## src/rtl/l2_lint_arbiter.sv

```systemverilog
// l2_lint_arbiter
// Shares one single-port L2 bank lint slave between two lint masters.
// Master 0 is the JTAG lint master, master 1 a second SoC requester
// (for example a test DMA). Requests are arbitrated round-robin and
// forwarded combinationally. Responses come back in order and are routed
// through a small FIFO of master IDs that tracks outstanding transactions.
//
// Ports:
//   clk_i, rst_i                  clock, synchronous active-high reset
//   m{0,1}_req_i/add_i/wen_i/be_i/wdata_i   master request channel
//   m{0,1}_gnt_o                  master grant
//   m{0,1}_r_valid_o/r_rdata_o    master response channel
//   s_req_o/add_o/wen_o/be_o/wdata_o        request channel to L2
//   s_gnt_i                       L2 grant
//   s_r_valid_i/s_r_rdata_i       L2 response channel
//   err_o                         sticky flag: response seen with no outstanding ID
module l2_lint_arbiter #(
  parameter int ADDR_WIDTH      = 32,
  parameter int DATA_WIDTH      = 32,
  parameter int MAX_OUTSTANDING = 4,
  parameter int RESET_PRIO      = 0
) (
  input  logic                    clk_i,
  input  logic                    rst_i,

  input  logic                    m0_req_i,
  input  logic [ADDR_WIDTH-1:0]   m0_add_i,
  input  logic                    m0_wen_i,
  input  logic [DATA_WIDTH/8-1:0] m0_be_i,
  input  logic [DATA_WIDTH-1:0]   m0_wdata_i,
  output logic                    m0_gnt_o,
  output logic                    m0_r_valid_o,
  output logic [DATA_WIDTH-1:0]   m0_r_rdata_o,

  input  logic                    m1_req_i,
  input  logic [ADDR_WIDTH-1:0]   m1_add_i,
  input  logic                    m1_wen_i,
  input  logic [DATA_WIDTH/8-1:0] m1_be_i,
  input  logic [DATA_WIDTH-1:0]   m1_wdata_i,
  output logic                    m1_gnt_o,
  output logic                    m1_r_valid_o,
  output logic [DATA_WIDTH-1:0]   m1_r_rdata_o,

  output logic                    s_req_o,
  output logic [ADDR_WIDTH-1:0]   s_add_o,
  output logic                    s_wen_o,
  output logic [DATA_WIDTH/8-1:0] s_be_o,
  output logic [DATA_WIDTH-1:0]   s_wdata_o,
  input  logic                    s_gnt_i,
  input  logic                    s_r_valid_i,
  input  logic [DATA_WIDTH-1:0]   s_r_rdata_i,

  output logic                    err_o
);

  localparam int PTR_W = (MAX_OUTSTANDING > 1) ? $clog2(MAX_OUTSTANDING) : 1;
  localparam int CNT_W = PTR_W + 1;

  // Outstanding-transaction ID FIFO, arbitration and error state
  logic [MAX_OUTSTANDING-1:0] id_q;
  logic [PTR_W-1:0]           wr_ptr_q;
  logic [PTR_W-1:0]           rd_ptr_q;
  logic [CNT_W-1:0]           count_q;
  logic                       rr_ptr_q;
  logic                       lock_q;
  logic                       lock_id_q;
  logic                       err_q;

  logic fifo_full;
  logic fifo_empty;
  logic elig0;
  logic elig1;
  logic sel_valid;
  logic sel_id;
  logic accept;
  logic pop;
  logic spurious;
  logic head_id;

  // Fullness uses the registered count only, so a pop in the same cycle
  // never re-opens the request path; a full stall always costs a cycle.
  assign fifo_full  = (count_q == CNT_W'(MAX_OUTSTANDING));
  assign fifo_empty = (count_q == '0);

  assign elig0 = m0_req_i && !fifo_full && !rst_i;
  assign elig1 = m1_req_i && !fifo_full && !rst_i;

  // Master selection. A request that was presented but not granted last
  // cycle keeps the bus, so the slave sees stable fields until the
  // handshake completes even if the other master becomes eligible.
  always_comb begin
    sel_valid = 1'b0;
    sel_id    = 1'b0;
    if (lock_q && (lock_id_q ? elig1 : elig0)) begin
      sel_valid = 1'b1;
      sel_id    = lock_id_q;
    end else if (elig0 && elig1) begin
      sel_valid = 1'b1;
      sel_id    = rr_ptr_q;
    end else if (elig0) begin
      sel_valid = 1'b1;
      sel_id    = 1'b0;
    end else if (elig1) begin
      sel_valid = 1'b1;
      sel_id    = 1'b1;
    end
  end

  // Request mux towards L2; an idle bus drives all-zero fields.
  always_comb begin
    s_req_o   = sel_valid;
    s_add_o   = '0;
    s_wen_o   = 1'b0;
    s_be_o    = '0;
    s_wdata_o = '0;
    if (sel_valid) begin
      if (sel_id) begin
        s_add_o   = m1_add_i;
        s_wen_o   = m1_wen_i;
        s_be_o    = m1_be_i;
        s_wdata_o = m1_wdata_i;
      end else begin
        s_add_o   = m0_add_i;
        s_wen_o   = m0_wen_i;
        s_be_o    = m0_be_i;
        s_wdata_o = m0_wdata_i;
      end
    end
  end

  assign m0_gnt_o = sel_valid && !sel_id && s_gnt_i;
  assign m1_gnt_o = sel_valid &&  sel_id && s_gnt_i;
  assign accept   = sel_valid && s_gnt_i;

  // Responses are routed to the master at the FIFO head; a response with
  // nothing outstanding (including ones that survived a reset) is dropped.
  assign head_id  = id_q[rd_ptr_q];
  assign pop      = s_r_valid_i && !fifo_empty && !rst_i;
  assign spurious = s_r_valid_i && fifo_empty;

  assign m0_r_valid_o = pop && !head_id;
  assign m1_r_valid_o = pop &&  head_id;
  assign m0_r_rdata_o = (pop && !head_id) ? s_r_rdata_i : '0;
  assign m1_r_rdata_o = (pop &&  head_id) ? s_r_rdata_i : '0;

  assign err_o = err_q;

  // FIFO pointers/count, round-robin pointer, grant lock and sticky error.
  always_ff @(posedge clk_i) begin
    if (rst_i) begin
      id_q      <= '0;
      wr_ptr_q  <= '0;
      rd_ptr_q  <= '0;
      count_q   <= '0;
      rr_ptr_q  <= RESET_PRIO[0];
      lock_q    <= 1'b0;
      lock_id_q <= 1'b0;
      err_q     <= 1'b0;
    end else begin
      if (accept) begin
        id_q[wr_ptr_q] <= sel_id;
        wr_ptr_q       <= wr_ptr_q + 1'b1;
        rr_ptr_q       <= ~sel_id;
      end
      if (pop) begin
        rd_ptr_q <= rd_ptr_q + 1'b1;
      end
      case ({accept, pop})
        2'b10:   count_q <= count_q + 1'b1;
        2'b01:   count_q <= count_q - 1'b1;
        default: count_q <= count_q;
      endcase
      lock_q    <= sel_valid && !s_gnt_i;
      lock_id_q <= sel_id;
      if (spurious) begin
        err_q <= 1'b1;
      end
    end
  end

endmodule

```

## config.mk

```make
export PLATFORM = sky130hd
export DESIGN_NAME = l2_lint_arbiter
export DESIGN_NICKNAME = d
export VERILOG_FILES = /design/src/rtl/l2_lint_arbiter.sv
export SDC_FILE = /design/constraint.sdc
export NUM_CORES = 1
export LEC_CHECK = 0
export CAP_MARGIN = 5
export CORE_AREA = 2 2 122 124
export CTS_CLUSTER_SIZE = 14
export DETAILED_ROUTE_END_ITERATION = 6
export DIE_AREA = 0 0 124 126
export DONT_BUFFER_PORTS = 1
export SLEW_MARGIN = 20
export SYNTH_ARGS = -nofsm -noshare
export SYNTH_HDL_FRONTEND = slang
export SYNTH_SLANG_ARGS = --single-unit
```

## constraint.sdc

```tcl
create_clock -name clk_i -period 3.1 [get_ports clk_i]
set_input_delay 0.62 -clock clk_i [delete_from_list [all_inputs] [get_ports clk_i]]
set_output_delay 0.62 -clock clk_i [all_outputs]
set_load 0.02 [all_outputs]
```

After elaboration in Yosys (flattened, before gate mapping)

Cells that the tools add are included.

Add/subtract/negate cells: 4
Magnitude comparators: 3
Reduce and logical (&&, ||, !) cells: 26
Bitwise logic cells: 1
Mux-type cells: 24
Equality and inequality tests: 3

Operators by type and width:

| operator            | count |
|---|---|
| $mux 32             | 6 |
| $logic_and 1x1->1   | 18 |
| $mux 1              | 12 |
| $mux 4              | 2 |
| $logic_not 1->1     | 6 |
| $lt 2x3->1 const B  | 2 |
| $pmux 3 s2          | 1 |
| $add 2x1->2 const B | 2 |
| $bwmux 4            | 1 |
| $add 3x1->3 const B | 1 |
| $eq 3x3->1 const B  | 1 |
| $logic_not 3->1     | 1 |
| $sub 3x1->3 const B | 1 |
| $bmux 1 s2          | 1 |
| $demux 1 s2         | 1 |
| $eq 2x1->1 const B  | 1 |
| $eq 2x2->1 const B  | 1 |
| $ge 2x1->1 const B  | 1 |
| $reduce_bool 2->1   | 1 |
| $not 1->1           | 1 |

Register bits: 15
Input port bits: 176
Output and inout port bits: 139

Longest topological paths before layout

Gate-level depths: netlist of run 1.

Depth in word-level cells: 11
Mapped depth: 10
Gate-level depth less buffers: 8

Worst setup path before layout of run 1

No wires, ideal clock.

Kind: in2out
From: input port m0_req_i
To: output port s_wdata_o[12]
Stages on the path: 5
Arrival: 1.778 ns
Required time: 2.480 ns
Buffers on the path: 2
Setup slack: 0.702 ns
Cell sequence: nor4b_2 -> a311oi_2 -> buf_2 -> buf_2 -> a32o_1

Longest elaborated chain between the ends: 7
Elaborated cells between the ends (all ways): 13

RTL lines:

| element                                     | line   | source |
|---|---|---|
| start, declared                             | 26     | `input logic m0_req_i,` |
| $logic_and 1x1->1 (*) (2 in series)         | 85     | `assign elig0 = m0_req_i && !fifo_full && !rst_i;` |
| $mux 1 (tied with other cells)              | 100    | `end else if (elig0) begin` |
| $mux 1 or $logic_and 1x1->1 (tied branches) | 97, 94 |  |
| $mux 1                                      | 94     | `if (lock_q && (lock_id_q ? elig1 : elig0)) begin` |
| $mux 32                                     | 117    | `if (sel_id) begin` |
| $mux 32 (*)                                 | 116    | `if (sel_valid) begin` |
| end, declared                               | 48     | `output logic [DATA_WIDTH-1:0] s_wdata_o,` |

Mark *: on every way between the ends. The rest lies on a longest branch, timed or not.

Final worst setup path of run 1

From: register count_q[2]
To: output port s_add_o[3]

Longest elaborated chain between the ends: 10
Elaborated cells between the ends (all ways): 18

RTL lines:

| element                         | line   | source |
|---|---|---|
| start, declared                 | 63     | `logic [CNT_W-1:0] count_q;` |
| start signal, assigned          | 169    | `2'b10: count_q <= count_q + 1'b1;` |
| start signal, assigned          | 170    | `2'b01: count_q <= count_q - 1'b1;` |
| start signal, assigned          | 171    | `default: count_q <= count_q;` |
| $eq 3x3->1 (*)                  | 82     | `assign fifo_full = (count_q == CNT_W'(MAX_OUTSTANDING));` |
| $logic_not 1->1 (*)             | 85, 86 |  |
| $logic_and 1x1->1 (2 in series) | 86     | `assign elig1 = m1_req_i && !fifo_full && !rst_i;` |
| $mux 1                          | 103    | `end else if (elig1) begin` |
| $mux 1                          | 100    |  |
| $mux 1                          | 97     | `end else if (elig0 && elig1) begin` |
| $mux 1                          | 94     |  |
| $mux 32                         | 117    |  |
| $mux 32 (*)                     | 116    |  |
| end, declared                   | 45     | `output logic [ADDR_WIDTH-1:0] s_add_o,` |

Marks and branches as above.

==> results of run 1 <==
-- worst max-delay path: cells and delay by family, from the launching register on --
kind / cells / cell delay, ns
DFF: 1 / 0.43
AOI/OAI and AO/OA: 1 / 0.31
buffers and inverters: 1 / 0.30
and+or+nand+nor: 2 / 0.83
-- layer usage --
layer	global-route usage [%]	routed length [um]	vias up
li1	-	-	1314
met1	14.75	4351	1390
met2	24.63	5972	222
met3	2.763	1363	8
met4	2.181	123	0
met5	0	0	-
-- power by group through the flow --
| stage | sequential [W] | combinational, W | clock (W) |
|---|---|---|---|
| after floorplan | 0.000224 | 0.000378 | 0 |
| after global placement | 0.000227 | 0.000435 | 0 |
| after detailed placement | 0.000228 | 0.000448 | 0 |
| after CTS | 0.000225 | 0.000450 | 0.000257 |
| after global routing | 0.000228 | 0.000480 | 0.000269 |
| final | 0.000225 | 0.000449 | 0.000250 |
-- worst min path at each step --
stage / start / cells after the start / end / slack (ns)
floorplan: rr_ptr_q$_SDFFE_PP0P_ / 2 / rr_ptr_q$_SDFFE_PP0P_ / 0.46
global placement: rr_ptr_q$_SDFFE_PP0P_ / 2 / rr_ptr_q$_SDFFE_PP0P_ / 0.47
detailed placement: rr_ptr_q$_SDFFE_PP0P_ / 2 / rr_ptr_q$_SDFFE_PP0P_ / 0.50
CTS: rst_i / 1 / wr_ptr_q[0]$_SDFFE_PP0P_ / 0.44
global route: rst_i / 1 / wr_ptr_q[1]$_SDFFE_PP0P_ / 0.44
finish: rst_i / 1 / wr_ptr_q[0]$_SDFFE_PP0P_ / 0.44
-- logic make-up (layout without fill, tap and decap cells) --
logic type	count (synthesis)	count (layout)	share of synthesized area, %
AOI/OAI and AO/OA	92	92	33.35
xor gates and xnor gates	4	4	1.332
and+or+nand+nor	161	161	37.73
buffers and inverters	68	26	11.46
DFF	15	15	11.42
adders and majority gates	6	6	3.140
muxes	4	4	1.570
-- flip-flops by register name, indices dropped and copies added (netlist names) --
name	cells
count_q	3
err_o	1
id_q	4
lock_id_q	1
lock_q	1
rd_ptr_q	2
rr_ptr_q	1
wr_ptr_q	2
-- final cells by class --
cell class | instances | area, sq um | share of cell area [%]
Timing Repair Buffer | 10 | 125.1 | 4.403
Tap cell | 184 | 230.2 | 8.102
Inverter | 12 | 45.04 | 1.585
Clock inverter | 1 | 5.005 | 0.1761
Multi-Input combinational cell | 267 | 2061 | 72.52
Clock buffer | 3 | 75.07 | 2.642
Sequential cell | 15 | 300.3 | 10.57
-- through the flow --
step / total power [W] / util (%) / cells
2_1_floorplan: 0.0006014 / - / 350
3_3_place_gp: 0.0006621 / 19.23 / 488
3_5_place_dp: 0.0006758 / 19.23 / 488
4_1_cts: 0.0009313 / 19.79 / 492
5_1_grt: 0.0009763 / 19.85 / 492
6_report: 0.0009242 / 19.85 / 492
-- cell usage after synthesis --
library cell,instances,area [sq um]
a21oi_1,5,25.02
a311oi_1,4,35.03
a311oi_2,1,15.01
a32o_1,69,690.7
a32oi_1,1,8.760
a41o_1,4,40.04
and2_1,1,6.260
and3_1,135,844.6
buf_1,1,3.750
buf_2,7,35.03
buf_4,2,15.01
buf_6,4,45.04
clkbuf_1,42,157.7
dfxtp_1,15,300.3
fa_1,1,20.02
ha_1,5,62.56
inv_1,12,45.04
mux2_2,1,11.26
mux2i_1,3,30.03
nand2_1,2,7.510
nand3_1,1,5.000
nand4_1,2,12.51
nor2_1,9,33.78
nor2_2,1,6.260
nor2b_1,1,6.260
nor3_1,5,25.02
nor3b_2,1,12.51
nor4b_2,1,15.01
o21a_1,1,7.510
o21ai_0,2,10.01
o311ai_0,1,8.760
o31a_1,1,8.760
o31ai_1,2,15.01
o31ai_2,1,12.51
or3_1,1,6.260
or3b_4,1,11.26
xor2_1,4,35.03
==> qor.txt, run 1 <==
status: finished clean
core area: 0.01431 sq mm
commonest non-fill, non-tap cells in the layout: 135 x and3_1, 69 x a32o_1, 15 x dfxtp_1, 12 x inv_1, 8 x nor2_1
logic gate share of total power: 48.6%
die height: 126 um
post-route setup slack: 0.3277 ns
Seq pwr share: 24.4%
Power Internal: 0.0005182 W
Post-CTS Resized: 0
Detail Placement HPWL: 9.475 mm
longest individual stage delay on the worst path: 0.58 ns
sw frac: 43.93%
CTS Buffer Depth: 2
CP endpoint kind: output pin
detailed-route wire length per cell: 24.00 um
Area after DPL: 0.002753 sq mm
Layout area overhead: 8.040%
CTS tree: done
RD Place Congestion: 0.7768
sequential cell area fraction in the yosys report: 11.42%
number of global-route vias before repair: 2,566
post-route ant nets: 0
CP max stage cell: or3b_4
Ports: 315
setup TNS: 0 ns
DRC violations left: 0
starting density of the core: 18.37%
Final #Nets: 491
via count: 2,934
H-Tree Depth: 1
max-cap viol count: 0
Clock Latency Late Sink: 0.24 ns
number of DRC markers in iteration 0: 263
number of antenna diodes: 0
Max Fclk: 360.7 MHz
worst path required time: 2.48 ns
Critical Path Sink: s_add_o[3]
Slew HR: 54.55%
Pwr per Cell Area: 325.3 mW/mm^2
Layout fillers: 1,615
number of iterations in the first detailed-routing pass: 4
row cnt: 44
Clock Skew: 0.001501 ns
root buf cell: clkbuf_16
Yosys warnings: 0
CTS Hold Bufs: 0
worst setup path start: count_q[2]$_SDFFE_PP0P_
synthesized net count: 532
pre-CTS setup slack: 0.4341 ns
setup bufs post-CTS: 0
Worst Tran Pin Value: 0.6675 ns
type of the worst setup path: flip-flop to output pin
Hold Path Class: input pin to flip-flop
initial antenna violation count: 1
Synth cell types: 37
#FFs+latches synth: 15
largest net degree at the start of global routing: 70
Clk pwr share: 27.0%
crit-path max FO: 39
GRT overflow: 0
Mapped Area: 0.002630 sq mm
CP Cell Sequence: or3b_4 > buf_4 > and3_1 > a32o_1
fin. max-slew vios: 0
R2R cell count: 8
Clock Sinks: 15
via/cell ratio: 5.963
NetSw: 0.0004060 W
worst IR drop on VDD: 162.1 uV
worst endpoint data arrival time: 2.15 ns
Lkg Pwr: 1.331 nW
post-layout min period: 2.772 ns
Final Cell Area: 0.002841 sq mm
final wirelength: 11.81 mm
Final setup viols: 0
Reg-to-Reg End: count_q[2]$_SDFFE_PP0P_
r2r setup slk: 0.56 ns
Hold Slack: 0.4438 ns
first-pass GRT wire length: 15.37 mm
R2R Path Start: count_q[2]$_SDFFE_PP0P_
layout cell share with drive strength beyond 1: 7.792%
commonest non-fill, non-tap cell in the layout: and3_1
final period utilization: 89.43%
Die Span X: 124 um
CP Launch Type: flip-flop
IO Port Bufs: 0
CTS buffer count: 3
clock-pin slew on the worst setup and hold paths: 0.05 ns
Die ar.: 0.01562 sq mm
syn avg cell area: 7.514 sq um
gr usage total: 12.95%
Syn Inst Count: 350
unrepaired setup endpoints after global routing: false
final count of hold timing violations: 0
Note: power is estimated with default switching activity, not from simulation.
==> run 2: changes to the inputs <==
--- a/config.mk
+++ b/config.mk
@@ -11,6 +11,7 @@
 export DETAILED_ROUTE_END_ITERATION = 6
 export DIE_AREA = 0 0 124 126
 export DONT_BUFFER_PORTS = 1
+export GPL_TIMING_DRIVEN = 0
 export SLEW_MARGIN = 20
 export SYNTH_ARGS = -nofsm -noshare
 export SYNTH_HDL_FRONTEND = slang
==> run 2 against run 1 <==
Effect of this change:
- die area unchanged
- setup slack lost 0.13 ns
- hold slack improved by 0.039 ns
- highest routed layer unchanged
==> qor.txt, run 2 (synthesized netlist as in run 1, its figures left out) <==
Worst Tran Pin Value: 0.7096 ns (+0.04208 ns)
setup bufs post-CTS: 0 (unchanged)
clock-pin slew on the worst setup and hold paths: 0.05 ns (about the same)
RD Place Congestion: 0.8601 (+11%)
Max Fclk: 344.8 MHz (-4.4%)
CTS tree: done
type of the worst setup path: flip-flop to output pin
unrepaired setup endpoints after global routing: false
via count: 3,230 (+10%)
CTS buffer count: 3 (unchanged)
Regs by FF count: id_q: 4 flops, count_q: 3 flops
Slew HR: 52.70% (-1.9 points)
worst endpoint data arrival time: 2.28 ns (+0.13 ns)
final wirelength: 13.97 mm (+18%)
status: finished clean
number of DRC markers in iteration 0: 179 (-32%)
final count of hold timing violations: 0 (unchanged)
GRT overflow: 0 (unchanged)
die height: 126 um (unchanged)
Die Span X: 124 um (unchanged)
commonest non-fill, non-tap cells in the layout: 135 x and3_1, 69 x a32o_1, 42 x clkbuf_1, 15 x dfxtp_1, 12 x inv_1
Clock Skew: 0.005002 ns (+0.003502 ns)
Clock Latency Late Sink: 0.24 ns (about the same)
commonest non-fill, non-tap cell in the layout: and3_1
fin. max-slew vios: 0 (unchanged)
Clock Sinks: 15 (unchanged)
number of global-route vias before repair: 3,030 (+18%)
post-route ant nets: 0 (unchanged)
via/cell ratio: 5.993 (+0.49%)
worst min-delay path startpoint: rr_ptr_q$_SDFFE_PP0P_
detailed-route wire length per cell: 25.93 um (+8.0%)
CTS Hold Bufs: 0 (unchanged)
worst setup path start: count_q[0]$_SDFFE_PP0P_
max-cap viol count: 0 (unchanged)
post-layout min period: 2.900 ns (+0.1281 ns)
Final setup viols: 0 (unchanged)
Layout area overhead: 11.89%
Ports: 315 (unchanged)
initial antenna violation count: 1 (unchanged)
Top reg by flops: id_q
DRC violations left: 0 (unchanged)
R2R cell count: 10 (+2)
Hold Path Class: flip-flop to flip-flop
Die ar.: 0.01562 sq mm (unchanged)
starting density of the core: 18.37% (unchanged)
gr usage total: 15.79% (+2.8 points)
final period utilization: 93.56% (+4.1 points)
r2r setup slk: 0.38 ns (-0.18 ns)
IO Port Bufs: 0 (unchanged)
crit-path max FO: 10 (-74%)
Final #Nets: 537 (+9.4%)
CP Launch Type: flip-flop
Lkg Pwr: 1.376 nW (+3.4%)
root buf cell: clkbuf_16
Hold Slack: 0.4832 ns (+0.03938 ns)
core area: 0.01431 sq mm (unchanged)
number of iterations in the first detailed-routing pass: 5 (+1)
setup TNS: 0 ns (unchanged)
R2R Path Start: count_q[2]$_SDFFE_PP0P_
row cnt: 44 (unchanged)
Critical Path Sink: s_wdata_o[6]
first-pass GRT wire length: 18.31 mm (+19%)
CP endpoint kind: output pin
Detail Placement HPWL: 11.72 mm (+24%)
Reg-to-Reg End: count_q[2]$_SDFFE_PP0P_
CTS Buffer Depth: 2 (unchanged)
H-Tree Depth: 1 (unchanged)
largest net degree at the start of global routing: 11 (-84%)
layout cell share with drive strength beyond 1: 6.780% (-1.0 points)
worst IR drop on VDD: 210.4 uV (+30%)
worst path required time: 2.48 ns (about the same)
Pwr per Cell Area: 325.6 mW/mm^2 (+0.12%)
Post-CTS Resized: 0 (unchanged)
max reg flops: 4 (unchanged)
run 2: worst min-delay path by stage:
| stage | to | slack, ns | cells after the start |
|---|---|---|---|
| floorplan | rr_ptr_q$_SDFFE_PP0P_ | 0.46 | 2 |
| global placement | rr_ptr_q$_SDFFE_PP0P_ | 0.48 | 2 |
| detailed placement | rr_ptr_q$_SDFFE_PP0P_ | 0.47 | 2 |
| CTS | rr_ptr_q$_SDFFE_PP0P_ | 0.48 | 2 |
| global route | rr_ptr_q$_SDFFE_PP0P_ | 0.50 | 2 |
| finish | rr_ptr_q$_SDFFE_PP0P_ | 0.48 | 2 |
run 2: cell type report:
type / count / area (sq um)
Multi-Input combinational cell: 267 / 2028
Tap cell: 184 / 230.2
Sequential cell: 15 / 300.3
Clock buffer: 4 / 78.83
Fill cell: 1627 / 11370
Antenna cell: 1 / 2.502
Inverter: 12 / 45.04
Buffer: 56 / 257.7
run 2: critical path, stage by stage, from the launching register on:
cell	delay, ns
dfxtp_1	0.47
nor3b_2	0.12
nor2_2	0.28
buf_2	0.33
clkbuf_1	0.41
a32o_1	0.42
run 2: through the flow:
| step | cell area (sq um) | util, % | total power [W] | std cells | worst slack, ns |
|---|---|---|---|---|---|
| finish | 2943 | 20.56 | 0.0009583 | 539 | 0.1996 |
| detailed placement | 2860 | 19.98 | 0.0007091 | 534 | 0.05381 |
| global route | 2943 | 20.56 | 0.001005 | 539 | 0.04147 |
| global placement | 2860 | 19.98 | 0.0007080 | 534 | 0.04934 |
| CTS | 2939 | 20.53 | 0.0009634 | 538 | 0.04935 |
| floorplan | 2630 | - | 0.0006014 | 350 | 0.7016 |
run 2: where the power goes:
part           total (W)  switching, W  internal [W]
Sequential      0.000224     0.0000184      0.000206
Combinational   0.000483      0.000343      0.000140
Clock           0.000251     0.0000772      0.000174
Total           0.000958      0.000439      0.000520
run 2: metal layers:
layer / track usage [%] / part of all wire [%]
met1: 16.76 / 37
met2: 29.80 / 50
met3: 3.533 / 9.5
met4: 5.882 / 3.7
met5: 0 / 0
==> run 3: changes to the inputs <==
--- a/config.mk
+++ b/config.mk
@@ -5,6 +5,7 @@
 export SDC_FILE = /design/constraint.sdc
 export NUM_CORES = 1
 export LEC_CHECK = 0
+export ABC_CLOCK_PERIOD_IN_PS = 3100
 export CAP_MARGIN = 5
 export CORE_AREA = 2 2 122 124
 export CTS_CLUSTER_SIZE = 14
==> results of run 3 <==
The final DEF is identical to that of run 2; final timing and power are the same.
